`src/rtl/load_store_unit_pkg.sv`:
```
// Shared operation types for the load/store unit.
// Holds the command, access-type and atomic-op encodings used by the execute
// stage, the LSU state enum, and small helpers for access sizing, alignment
// checking and byte-strobe generation on the 64-bit memory port.
package load_store_unit_pkg;

  typedef enum logic [2:0] {
    CmdNone             = 3'd0,
    CmdLoad             = 3'd1,
    CmdStore            = 3'd2,
    CmdInvalidate       = 3'd3,
    CmdLoadReserved     = 3'd4,
    CmdStoreConditional = 3'd5,
    CmdAtomicMemOp      = 3'd6
  } LoadStoreUnitCommand;

  typedef enum logic [2:0] {
    TypeByte             = 3'd0,
    TypeHalfWord         = 3'd1,
    TypeWord             = 3'd2,
    TypeDoubleWord       = 3'd3,
    TypeUnsignedByte     = 3'd4,
    TypeUnsignedHalfWord = 3'd5
  } LoadStoreType;

  typedef enum logic [3:0] {
    AmoSwap = 4'd0,
    AmoAdd  = 4'd1,
    AmoXor  = 4'd2,
    AmoAnd  = 4'd3,
    AmoOr   = 4'd4,
    AmoMin  = 4'd5,
    AmoMax  = 4'd6,
    AmoMinu = 4'd7,
    AmoMaxu = 4'd8,
    AmoLr   = 4'd9,
    AmoSc   = 4'd10
  } AtomicType;

  typedef enum logic [2:0] {
    StIdle   = 3'd0,
    StRdReq  = 3'd1,
    StRdWait = 3'd2,
    StWrReq  = 3'd3,
    StWrWait = 3'd4,
    StDone   = 3'd5
  } LsuState;

  // log2 of the access size in bytes. LR/SC/AMO are always word accesses,
  // whatever load_store_type the execute stage happens to present.
  function automatic logic [1:0] sizeOf(LoadStoreUnitCommand cmd, LoadStoreType t);
    logic [1:0] size;
    if (cmd == CmdLoadReserved || cmd == CmdStoreConditional || cmd == CmdAtomicMemOp) begin
      size = 2'd2;
    end else begin
      case (t)
        TypeByte, TypeUnsignedByte:         size = 2'd0;
        TypeHalfWord, TypeUnsignedHalfWord: size = 2'd1;
        TypeWord:                           size = 2'd2;
        TypeDoubleWord:                     size = 2'd3;
        default:                            size = 2'd0;
      endcase
    end
    return size;
  endfunction

  // Invalidate (and None) never touch memory, so they can never fault.
  function automatic logic isMisaligned(LoadStoreUnitCommand cmd, LoadStoreType t,
                                        logic [2:0] low);
    logic mis;
    if (cmd == CmdNone || cmd == CmdInvalidate) begin
      mis = 1'b0;
    end else begin
      case (sizeOf(cmd, t))
        2'd0:    mis = 1'b0;
        2'd1:    mis = low[0];
        2'd2:    mis = |low[1:0];
        default: mis = |low;
      endcase
    end
    return mis;
  endfunction

  function automatic logic [7:0] wstrbOf(logic [1:0] size, logic [2:0] lane);
    logic [7:0] base;
    case (size)
      2'd0:    base = 8'h01;
      2'd1:    base = 8'h03;
      2'd2:    base = 8'h0F;
      default: base = 8'hFF;
    endcase
    return base << lane;
  endfunction

endpackage

```
`src/rtl/load_store_unit_amo.sv`:
```
// Combinational 32-bit ALU for word atomic memory operations.
// Ports:
//   atomicType  in  4   AtomicType encoding
//   old         in  32  value read from memory
//   src         in  32  register operand
//   newValue    out 32  value to write back
module amo_alu
  import load_store_unit_pkg::*;
(
  input  logic [3:0]  atomicType,
  input  logic [31:0] old,
  input  logic [31:0] src,
  output logic [31:0] newValue
);

  AtomicType op;
  logic signed [31:0] oldS;
  logic signed [31:0] srcS;

  assign op   = AtomicType'(atomicType);
  assign oldS = old;
  assign srcS = src;

  always_comb begin
    newValue = old;
    case (op)
      AmoSwap: newValue = src;
      AmoAdd:  newValue = old + src;
      AmoXor:  newValue = old ^ src;
      AmoAnd:  newValue = old & src;
      AmoOr:   newValue = old | src;
      AmoMin:  newValue = (oldS < srcS) ? old : src;
      AmoMax:  newValue = (oldS > srcS) ? old : src;
      AmoMinu: newValue = (old < src) ? old : src;
      AmoMaxu: newValue = (old > src) ? old : src;
      default: newValue = old;
    endcase
  end

endmodule

```
`src/rtl/load_store_unit.sv`:
```
// Load/store unit: responds to a held execute-stage request and runs the
// needed transaction(s) on a 64-bit request/response data-memory port.
// Supports loads, stores, LR/SC with a single reservation, word AMOs
// (read-modify-write) and invalidate.
// Ports:
//   clk, rst            clock, synchronous active-high reset
//   enable              request, held until done
//   command             LoadStoreUnitCommand
//   load_store_type     LoadStoreType
//   atomic_type         AtomicType
//   addr                byte address
//   store_value         right-aligned store data / AMO operand
//   done                one-cycle completion pulse
//   result              load / old-AMO / SC status, valid with done
//   fault               misaligned access, valid with done
//   mem_req_valid/ready request handshake
//   mem_addr            doubleword-aligned address
//   mem_we, mem_wstrb   write enable and byte enables
//   mem_wdata           store data shifted into its byte lane
//   mem_rsp_valid       read data or write acknowledge
//   mem_rdata           read data
module load_store_unit
  import load_store_unit_pkg::*;
#(
  parameter int ADDR_WIDTH = 32,
  parameter int DATA_WIDTH = 64
) (
  input  logic                  clk,
  input  logic                  rst,
  input  logic                  enable,
  input  logic [2:0]            command,
  input  logic [2:0]            load_store_type,
  input  logic [3:0]            atomic_type,
  input  logic [ADDR_WIDTH-1:0] addr,
  input  logic [DATA_WIDTH-1:0] store_value,
  output logic                  done,
  output logic [DATA_WIDTH-1:0] result,
  output logic                  fault,
  output logic                  mem_req_valid,
  input  logic                  mem_req_ready,
  output logic [ADDR_WIDTH-1:0] mem_addr,
  output logic                  mem_we,
  output logic [7:0]            mem_wstrb,
  output logic [DATA_WIDTH-1:0] mem_wdata,
  input  logic                  mem_rsp_valid,
  input  logic [DATA_WIDTH-1:0] mem_rdata
);

  LsuState             state;
  LoadStoreUnitCommand cmdIn;
  LoadStoreType        typeIn;
  LoadStoreUnitCommand cmdQ;
  LoadStoreType        typeQ;
  logic [3:0]          atomQ;
  logic [ADDR_WIDTH-1:0] addrQ;
  logic [31:0]         srcQ;

  logic                  resValid;
  logic [ADDR_WIDTH-4:0] resGranule;
  logic                  resHit;

  logic [DATA_WIDTH-1:0] laneData;
  logic [DATA_WIDTH-1:0] loadValue;
  logic [DATA_WIDTH-1:0] oldWordExt;
  logic [31:0]           amoNew;

  assign cmdIn  = LoadStoreUnitCommand'(command);
  assign typeIn = LoadStoreType'(load_store_type);
  assign resHit = resValid && (resGranule == addr[ADDR_WIDTH-1:3]);

  // Read data right-aligned to the addressed byte lane.
  assign laneData   = mem_rdata >> {addrQ[2:0], 3'b000};
  assign oldWordExt = {{32{laneData[31]}}, laneData[31:0]};

  amo_alu uAmo (
    .atomicType(atomQ),
    .old       (laneData[31:0]),
    .src       (srcQ),
    .newValue  (amoNew)
  );

  // Word loads NaN-box the upper half so FLW can share this path.
  always_comb begin
    loadValue = '0;
    case (typeQ)
      TypeByte:             loadValue = {32'b0, {24{laneData[7]}}, laneData[7:0]};
      TypeUnsignedByte:     loadValue = {56'b0, laneData[7:0]};
      TypeHalfWord:         loadValue = {32'b0, {16{laneData[15]}}, laneData[15:0]};
      TypeUnsignedHalfWord: loadValue = {48'b0, laneData[15:0]};
      TypeWord:             loadValue = {32'hFFFF_FFFF, laneData[31:0]};
      TypeDoubleWord:       loadValue = laneData;
      default:              loadValue = '0;
    endcase
  end

  always_ff @(posedge clk) begin
    if (rst) begin
      state         <= StIdle;
      done          <= 1'b0;
      fault         <= 1'b0;
      result        <= '0;
      mem_req_valid <= 1'b0;
      resValid      <= 1'b0;
    end else begin
      done  <= 1'b0;
      fault <= 1'b0;
      case (state)
        StIdle: begin
          if (enable && cmdIn != CmdNone) begin
            cmdQ      <= cmdIn;
            typeQ     <= typeIn;
            atomQ     <= atomic_type;
            addrQ     <= addr;
            srcQ      <= store_value[31:0];
            result    <= '0;
            mem_addr  <= {addr[ADDR_WIDTH-1:3], 3'b000};
            mem_wstrb <= wstrbOf(sizeOf(cmdIn, typeIn), addr[2:0]);
            mem_wdata <= store_value << {addr[2:0], 3'b000};
            // Every SC consumes the reservation, even a faulting one.
            if (cmdIn == CmdStoreConditional) resValid <= 1'b0;
            if (isMisaligned(cmdIn, typeIn, addr[2:0])) begin
              state <= StDone;
              done  <= 1'b1;
              fault <= 1'b1;
            end else begin
              case (cmdIn)
                CmdLoad, CmdLoadReserved, CmdAtomicMemOp: begin
                  state         <= StRdReq;
                  mem_we        <= 1'b0;
                  mem_req_valid <= 1'b1;
                end
                CmdStore: begin
                  state         <= StWrReq;
                  mem_we        <= 1'b1;
                  mem_req_valid <= 1'b1;
                  if (resHit) resValid <= 1'b0;
                end
                CmdStoreConditional: begin
                  if (resHit) begin
                    state         <= StWrReq;
                    mem_we        <= 1'b1;
                    mem_req_valid <= 1'b1;
                  end else begin
                    state  <= StDone;
                    done   <= 1'b1;
                    result <= 64'd1;
                  end
                end
                default: begin
                  state <= StDone;
                  done  <= 1'b1;
                end
              endcase
            end
          end
        end
        StRdReq: begin
          if (mem_req_ready) begin
            mem_req_valid <= 1'b0;
            state         <= StRdWait;
          end
        end
        StRdWait: begin
          if (mem_rsp_valid) begin
            if (cmdQ == CmdAtomicMemOp) begin
              // Strobes were already set for a word at this lane.
              result        <= oldWordExt;
              mem_wdata     <= {32'b0, amoNew} << {addrQ[2:0], 3'b000};
              mem_we        <= 1'b1;
              mem_req_valid <= 1'b1;
              state         <= StWrReq;
            end else begin
              if (cmdQ == CmdLoadReserved) begin
                result     <= oldWordExt;
                resValid   <= 1'b1;
                resGranule <= addrQ[ADDR_WIDTH-1:3];
              end else begin
                result <= loadValue;
              end
              state <= StDone;
              done  <= 1'b1;
            end
          end
        end
        StWrReq: begin
          if (mem_req_ready) begin
            mem_req_valid <= 1'b0;
            state         <= StWrWait;
          end
        end
        StWrWait: begin
          if (mem_rsp_valid) begin
            state <= StDone;
            done  <= 1'b1;
          end
        end
        StDone: begin
          state <= StIdle;
        end
        default: begin
          state         <= StIdle;
          mem_req_valid <= 1'b0;
        end
      endcase
    end
  end

endmodule

```
`config.mk`:
```
export PLATFORM = sky130hd
export DESIGN_NAME = load_store_unit
export DESIGN_NICKNAME = d
export VERILOG_FILES = /design/src/rtl/load_store_unit_pkg.sv /design/src/rtl/load_store_unit_amo.sv /design/src/rtl/load_store_unit.sv
export SDC_FILE = /design/constraint.sdc
export NUM_CORES = 1
export LEC_CHECK = 0
export ABC_AREA = 0
export CAP_MARGIN = 10
export CORE_MARGIN = 8
export CORE_UTILIZATION = 45
export CTS_BUF_LIST = sky130_fd_sc_hd__clkbuf_8
export CTS_CLUSTER_DIAMETER = 150
export DETAILED_ROUTE_END_ITERATION = 7
export DONT_BUFFER_PORTS = 1
export GPL_TIMING_DRIVEN = 1
export SYNTH_ARGS = -nofsm -noshare
export SYNTH_HDL_FRONTEND = slang
export SYNTH_SLANG_ARGS = --single-unit
```
`constraint.sdc`:
```
create_clock -name clk -period 17.46 [get_ports clk]
set_clock_uncertainty 0.1 [all_clocks]
set_input_delay 5.238 -clock clk [delete_from_list [all_inputs] [get_ports clk]]
set_output_delay 5.238 -clock clk [all_outputs]
set_load 0.01 [all_outputs]
```
==> impl_metrics.py, run 1 <==
metrics = {
    "timing": {
        "setup-tns-final_ps": 0,
        "period_share_pct": 59.0,
        "holdWs_ps": 393,
        "hold_violations": 0,
        "tightestPinTransition_ps": 1390,
        "slew_headroom_pct": 6.36,
        "rsz0062_at_grt": "false",
        "slew_viol_final": 0,
        "max_freq_mhz": 97.0,
        "finalCriticalPeriod_ps": 10300,
        "setup_viol_count_final": 0,
    },
    "synth": {
        "synthArstFlopShare_pct": 0,
        "yosys_warnings": 0,
        "synthCells": 2028,
        "synth-main-ff-cell": "edfxtp_1",
        "synth_edf_count": 176,
        "synth_seq_area_share_pct": 37.1,
        "ys_ff_latch": 247,
        "synth_cell_types": 90,
        "synth_area_per_cell_um2": 8.91,
        "syn_area_um2": 18100,
    },
    "clock_tree": {
        "cts_tree": "done",
        "max-clock-path-buffers": 3,
        "postCtsSetupBuffers": 0,
        "clock_tree.htree_level_count": 2,
        "clkLatencyLatePin_ps": 630,
        "hold_buffers": 0,
        "cts_resized": 0,
        "cts_root_buf": "clkbuf_8",
        "cts_buffers": 45,
        "path_clk_slew_ps": 60,
        "clock-sinks": 247,
    },
    "cells_and_area": {
        "nNetsFinal": 2220,
        "fill_cells": 3794,
        "multi_input_area_um2": 10300,
        "regArea_um2": 6710,
        "diodes": 0,
        "area_growth_pct": 6.12,
        "utilization_pct": 48.4,
        "drive_gt1_share_pct": 9.84,
    },
    "grt": {
        "grt_first_pass_wirelength_um": 107000,
        "gr-total-overflow": 0,
        "grt_pass1_vias": 15500,
        "grt_max_degree": 79,
        "track_usage_pct": 30.1,
        "antenna_found_initial": 1,
    },
    "routing": {
        "drtIter0Drc": 1864,
        "firstDrtPassIters": 6,
        "drc_errors": 0,
        "wl_per_cell_um": 29.5,
        "vias_per_cell": 6.57,
        "vias": 16500,
        "routed_wl_um": 74000,
        "ant_nets": 0,
    },
    "die": {
        "dieArea_um2": 46800,
        "die_w_um": 216,
        "coreArea_um2": 39600,
        "io_pins": 347,
        "fp.dieH_um": 216,
        "start_util_pct": 45.6,
        "rows": 73,
    },
    "outcome": {
        "status": "complete, no violations",
    },
    "worst_setup_path": {
        "critPathRequiredTime_ps": 17730,
        "slowest_stage": "o21ai_0",
        "start_kind": "input pin",
        "timing.critical_path.slowest_cell_delay_ps": 1100,
        "ff2ff_path_depth": 18,
        "cp_max_fo": 11,
        "critPathKind": "input pin to flop",
        "crit_arrival_ps": 10570,
        "endpoint_kind": "flop",
        "cp_cell_sequence": "mux2i_1 -> nor2_1 -> a21oi_1 -> o21ai_0 -> inv_1 -> ha_1 -> o21bai_1 -> a221oi_1 -> nor3b_1 -> o41ai_1 -> nand2_2 -> a21oi_2 -> nand2_1 -> a221o_1 -> mux2i_2 -> o22ai_1 -> a31o_2",
        "r2r_slack_ps": 10170,
    },
    "power": {
        "ir_worst_vdd_v": 0.0000748,
        "power_density_nw_per_um2": 99.9,
        "p_leak_nw": 7.41,
    },
    "placed_design": {
        "port_buffers": 0,
        "place.gp.congestion": 1.04,
        "dp_hpwl_um": 56000,
    },
    "job": {
        "max_cap_violations": 0,
    },
    "min_path": {
        "whs_path_depth": 2,
        "min_path_type": "flop to flop",
    },
}
==> critical path, delay by kind of cell <==
kind            cells  cell delay [ps]
simple gates        4              850
mux                 2              380
buf+inv             1              230
compound gates      9             3430
fa+ha+maj           1              410
==> where the power goes <==
group	internal [W]	switching, W	total, W
logic	0.000200	0.000411	0.000611
registers	0.000691	0.0000620	0.000753
clock network	0.000284	0.000268	0.000551
==> path summary, 6_finish.rpt <==
kind                 from       endpoint
max          mem_rdata[9]  mem_wdata[45]
min            result[15]     result[15]
min reg2reg    result[15]     result[15]
max reg2reg      addrQ[0]  mem_wdata[45]
==> final cells by class <==
| class | count | share of cell area (%) |
|---|---|---|
| clock inverters | 33 | 1.14 |
| multi-input cells | 1513 | 53.5 |
| well taps | 525 | 3.43 |
| flip-flops and latches | 247 | 35.0 |
| clock buffers | 47 | 3.37 |
| inverters | 98 | 1.92 |
| repair buffers | 43 | 1.68 |
==> logic make-up (layout without fill, tap and decap cells) <==
family,after synthesis,after routing,share of synthesized area (%)
compound gates,718,718,26.2
simple gates,509,509,12.5
buf+inv,270,221,6.51
flops,247,247,37.1
mux,145,145,8.84
fa+ha+maj,97,97,6.76
xor+xnor,41,41,1.99
other cells,1,3,0.0208
==> flip-flops by register name, summed over array words and instances (netlist names), 3 cells and up <==
signal      flops
mem_wdata      64
result         64
srcQ           32
addrQ          31
resGranule     29
mem_wstrb       8
atomQ           4
cmdQ            3
state           3
typeQ           3
==> layer usage <==
metal	part of all wire (%)	up-vias	track usage, %
met5	0.022	-	0
met1	40	7975	39.2
met2	45	985	46.5
met4	4.1	2	12.3
met3	11	140	8.36
li1	-	7373	-
==> placed cells by master (no fill, tap or decap), drive strengths merged, types with 43 or more instances in the layout <==
| master | count |
|---|---|
| a21oi | 170 |
| a22o | 57 |
| buf | 43 |
| clkbuf | 47 |
| dfxtp | 71 |
| edfxtp | 176 |
| ha | 96 |
| inv | 111 |
| mux2i | 98 |
| nand2 | 203 |
| nor2 | 164 |
| o21ai | 189 |
==> stage by stage <==
stage	instance area, um^2	setup slack [ps]	power [W]	instances
finish	19200	7160	0.00192	2506
global route	19200	6970	0.00199	2506
CTS	19200	7320	0.00191	2506
detailed placement	18300	6670	0.00135	2426
global placement	18300	6670	0.00135	2426
floorplan	18100	4520	0.00117	2030
==> synthesized netlist by cell type (all sizes together), types with 19 or more instances <==
master / n / area [um^2]
nand2: 203 / 764
o21ai: 189 / 950
edfxtp: 176 / 5290
a21oi: 170 / 855
nor2: 164 / 616
clkbuf: 102 / 385
inv: 98 / 368
mux2i: 98 / 985
ha: 96 / 1200
dfxtp: 71 / 1420
buf: 70 / 423
a22o: 57 / 499
mux2: 40 / 454
o22ai: 37 / 231
a211oi: 36 / 288
a22oi: 27 / 203
xor2: 25 / 219
nor3: 24 / 125
nand3: 22 / 120
a221o: 20 / 200
nor2b: 20 / 125
a221oi: 19 / 173
Power figures use the tool's default switching activity.
==> run 2: changes to the inputs <==
clock period = 10.05 ns   (was 17.46 ns; I/O delays follow)
==> run 2 against run 1 <==
Clock power grew 79%. Cell area grew 0.22%. Register-to-register slack worse by 7600 ps. Clock-buffer cell count is the same. Setup slack worse by 5100 ps. Core utilization grew 0.10 points. Sequential cell count stayed put.
==> impl_metrics.py, run 2 (same netlist as run 1, synthesis figures left out) <==
metrics = {
    "outcome": {
        "status": "complete, no violations",
    },
    "grt": {
        "track_usage_pct": 30.1,
        "gr-total-overflow": 0,
        "grt_pass1_vias": 15600,
        "grt_max_degree": 91,
        "antenna_found_initial": 0,
        "grt_first_pass_wirelength_um": 107000,
    },
    "clock_tree": {
        "cts_root_buf": "clkbuf_8",
        "clkLatencyLatePin_ps": 620,
        "hold_buffers": 0,
        "clock_tree.htree_level_count": 2,
        "clock-sinks": 247,
        "cts_resized": 0,
        "max-clock-path-buffers": 3,
        "path_clk_slew_ps": 60,
        "cts_tree": "done",
        "cts_buffers": 44,
        "postCtsSetupBuffers": 0,
    },
    "timing": {
        "period_share_pct": 79.5,
        "setup-tns-final_ps": 0,
        "tightestPinTransition_ps": 1200,
        "hold_violations": 0,
        "max_freq_mhz": 125,
        "slew_headroom_pct": 19.3,
        "setup_viol_count_final": 0,
        "slew_viol_final": 0,
        "rsz0062_at_grt": "false",
        "finalCriticalPeriod_ps": 7990,
    },
    "worst_setup_path": {
        "cp_max_fo": 7,
        "critPathRequiredTime_ps": 10300,
        "r2r_slack_ps": 2600,
        "crit_arrival_ps": 8240,
        "regToRegEndpoint": "mem_wdata[60]",
        "startpoint": "mem_rdata[37]",
        "critPathKind": "input pin to flop",
        "ff2ff_path_depth": 18,
        "r2r_start": "addrQ[2]",
        "endpoint_kind": "flop",
        "start_kind": "input pin",
    },
    "die": {
        "dieArea_um2": 46800,
        "coreArea_um2": 39600,
        "rows": 73,
        "start_util_pct": 45.6,
        "die_w_um": 216,
        "io_pins": 347,
        "fp.dieH_um": 216,
    },
    "routing": {
        "drtIter0Drc": 2011,
        "vias_per_cell": 6.62,
        "vias": 16600,
        "routed_wl_um": 74400,
        "firstDrtPassIters": 5,
        "wl_per_cell_um": 29.7,
        "ant_nets": 0,
        "drc_errors": 0,
    },
    "power": {
        "p_leak_nw": 7.42,
        "ir_worst_vdd_v": 0.000128,
        "finalPower_w": 0.00337,
        "power_density_nw_per_um2": 175,
    },
    "placed_design": {
        "port_buffers": 0,
        "place_area_um2": 18300,
        "place.gp.congestion": 1.04,
        "dp_hpwl_um": 56100,
    },
    "min_path": {
        "hp-start": "result[15]",
        "whs_path_depth": 2,
        "min_path_type": "flop to flop",
        "hold_path_end": "result[15]",
    },
    "cells_and_area": {
        "diodes": 0,
        "area_growth_pct": 6.35,
        "stdcell_area_um2": 19200,
        "nNetsFinal": 2220,
        "final_common_cell": "nand2_1",
        "final_cell_mix": "202 x nand2_1, 182 x o21ai_0, 176 x edfxtp_1",
        "drive_gt1_share_pct": 10.3,
        "reg_top3": "mem_wdata (64), result (64), srcQ (32)",
    },
    "job": {
        "max_cap_violations": 0,
    },
}
## run 2: cell types whose count changed in the layout (fill, tap and decap cells not counted), sizes merged
cell | previous run | this run
inv | 111 | 107
clkinvlp | 0 | 2
buf | 43 | 44
bufinv | 2 | 3
clkinv | 18 | 17
## run 2: worst max-delay path by stage
stage	to	slack (ps)	cells past startpoint
2_1_floorplan	mem_wdata[0]	800	6
3_3_place_gp	mem_wdata[28]	1730	17
3_5_place_dp	mem_wdata[60]	1620	17
4_1_cts	mem_wdata[60]	2290	17
5_1_grt	mem_wdata[35]	1860	16
6_report	mem_wdata[60]	2060	17
## run 2: metrics by stage
step           instances  util [%]  worst slack, ps  hold WS (ps)
2_1_floorplan       2030         -              796           328
6_report            2505      48.5             2060           411
3_3_place_gp        2426      46.2             1730           395
3_5_place_dp        2426      46.2             1620           412
4_1_cts             2504      48.5             2290           421
5_1_grt             2505      48.5             1860           444
## run 2: layout make-up
class / instances / area (um^2)
clock inverters: 31 / 244
clock buffers: 47 / 647
inverters: 98 / 368
multi-input cells: 1513 / 10300
fillers: 3849 / 20400
flip-flops and latches: 247 / 6710
repair buffers: 44 / 340
well taps: 525 / 657
## run 2: report_power, final
group / switching [W] / total [W] / internal, W
sequential: 0.000108 / 0.00131 / 0.00120
clock: 0.000469 / 0.000988 / 0.000519
combinational: 0.000721 / 0.00107 / 0.000348
## run 2: critical path: stages
cell and delay (ps):
mux2i_1 60, nor2_1 120, a21oi_1 50, o21ai_0 890, inv_1 140, ha_1 410, nor4b_1 580, nand4_1 250
or3_4 410, nand3_2 100, o31ai_2 110, a211oi_4 700, o221ai_1 260, a221o_1 410, mux2_2 310, mux2i_1 270
o22ai_1 140
## run 2: layer usage
metal / track usage (%) / share of wire [%]
met1: 39.1 / 40
met2: 46.9 / 45
met3: 8.37 / 11
met4: 12.2 / 4.4
met5: 0 / 0
==> run 3: changes to the inputs <==
clock period = 7.4 ns   (was 10.05 ns; I/O delays follow)
==> run 3 against run 2 <==
Critical path type unchanged. Non-clock buffer count rose by 80. Cell area rose by 3.3%. Via count rose by 3.4%. Die area did not move. Register-to-register slack got worse by 1400 ps.
==> impl_metrics.py, run 3 (same netlist as run 1, synthesis figures left out) <==
metrics = {
    "clock_tree": {
        "clkLatencyLatePin_ps": 640,
        "cts_resized": 0,
        "max-clock-path-buffers": 3,
        "postCtsSetupBuffers": 0,
        "clock_tree.htree_level_count": 2,
        "clock-sinks": 247,
        "cts_tree": "done",
        "path_clk_slew_ps": 60,
        "cts_buffers": 46,
        "cts_root_buf": "clkbuf_8",
        "hold_buffers": 0,
    },
    "routing": {
        "drc_errors": 0,
        "ant_nets": 0,
        "wl_per_cell_um": 30.3,
        "firstDrtPassIters": 5,
        "routed_wl_um": 78500,
        "vias_per_cell": 6.62,
        "drtIter0Drc": 2076,
        "vias": 17200,
    },
    "power": {
        "p_leak_nw": 7.84,
        "power_density_nw_per_um2": 237,
        "ir_worst_vdd_v": 0.000174,
        "finalPower_w": 0.00471,
    },
    "grt": {
        "grt_max_degree": 79,
        "grt_first_pass_wirelength_um": 114000,
        "grt_pass1_vias": 16200,
        "antenna_found_initial": 2,
        "track_usage_pct": 32.0,
        "gr-total-overflow": 0,
    },
    "timing": {
        "slew_viol_final": 0,
        "hold_violations": 0,
        "setup-tns-final_ps": 0,
        "rsz0062_at_grt": "false",
        "max_freq_mhz": 149,
        "holdWs_ps": 411,
        "period_share_pct": 90.6,
        "finalCriticalPeriod_ps": 6710,
        "slew_headroom_pct": 17.6,
        "tightestPinTransition_ps": 1230,
        "setup_viol_count_final": 0,
    },
    "cells_and_area": {
        "final_common_cell": "nand2_1",
        "reg_top3": "mem_wdata (64), result (64), srcQ (32)",
        "drive_gt1_share_pct": 13.4,
        "stdcell_area_um2": 19900,
        "area_growth_pct": 9.90,
        "fill_cells": 3904,
        "final_cell_mix": "202 x nand2_1, 182 x o21ai_0, 176 x edfxtp_1",
        "final_cells": 2591,
        "nNetsFinal": 2302,
    },
    "placed_design": {
        "placed_cells": 2506,
        "port_buffers": 0,
        "place.gp.congestion": 1.05,
        "place_area_um2": 19000,
        "dp_hpwl_um": 59900,
    },
    "worst_setup_path": {
        "startpoint": "mem_rdata[53]",
        "start_kind": "input pin",
        "critPathKind": "input pin to flop",
        "r2r_start": "addrQ[0]",
        "critPathRequiredTime_ps": 7640,
        "endpoint_kind": "flop",
        "crit_arrival_ps": 6950,
        "cp_max_fo": 21,
    },
    "die": {
        "start_util_pct": 45.6,
        "dieArea_um2": 46800,
        "coreArea_um2": 39600,
        "io_pins": 347,
        "die_w_um": 216,
        "fp.dieH_um": 216,
        "rows": 73,
    },
    "job": {
        "max_cap_violations": 0,
    },
    "min_path": {
        "hp-start": "result[17]",
        "min_path_type": "flop to flop",
    },
    "outcome": {
        "status": "complete, no violations",
    },
}
run 3: cell types whose count changed in the layout (fill, tap and decap cells not counted), sizes merged:
| cell | change |
|---|---|
| inv | +6 |
| buf | +80 |
| clkbuf | +1 |
| clkinvlp | -1 |
| diode | +1 |
| bufinv | -1 |
run 3: metal layers:
| layer | wire length [um] | GRT usage [%] | vias up |
|---|---|---|---|
| met5 | 11 | 0 | - |
| met4 | 3580 | 14.0 | 2 |
| met3 | 9090 | 9.54 | 188 |
| met2 | 35000 | 49.2 | 1127 |
| met1 | 30800 | 41.2 | 8300 |
| li1 | - | - | 7538 |
run 3: path summary, 6_finish.rpt:
path	endpoint	slack [ps]	depth (start not counted)
worst max-delay path	mem_wdata[41]	690	21
worst min-delay path	result[17]	410	2
worst max register to register	mem_wdata[41]	1210	20
worst min register to register	result[17]	410	2
run 3: where the power goes:
| group | total, W | internal (W) | switching (W) |
|---|---|---|---|
| logic | 0.00161 | 0.000570 | 0.00104 |
| registers | 0.00178 | 0.00163 | 0.000150 |
| clock network | 0.00132 | 0.000680 | 0.000638 |
| total | 0.00471 | 0.00288 | 0.00183 |
run 3: stage by stage:
stage | utilization, % | setup slack, ps
after global routing | 50.1 | 440
final | 50.1 | 694
after CTS | 50.1 | 704
after global placement | 47.8 | 62.6
after detailed placement | 47.8 | 73.2
after floorplan | - | 937
run 3: final cells by class:
type | instances | area (um^2) | area share (%)
Timing Repair Buffer | 124 | 978 | 4.93
Tap cell | 525 | 657 | 3.31
Multi-Input combinational cell | 1513 | 10300 | 51.6
Inverter | 98 | 368 | 1.85
Clock inverter | 35 | 228 | 1.15
Sequential cell | 247 | 6710 | 33.8
Antenna cell | 1 | 2.50 | 0.0126
Clock buffer | 48 | 661 | 3.33
run 3: worst max-delay path, cell delays in order:
cell      delay (ps)
mux2_2           270
a22o_1           200
nand2_1           60
o21ai_0          130
inv_1            210
ha_1             370
nor4_1           580
buf_4            220
nand2_1           90
nor3b_1          330
o41ai_1          140
buf_4            190
nand4b_1         100
nand3_2          110
or2_4            280
buf_12           160
a221oi_1         270
o21ai_0          410
mux2i_1          280
buf_4            170
o221ai_1         110
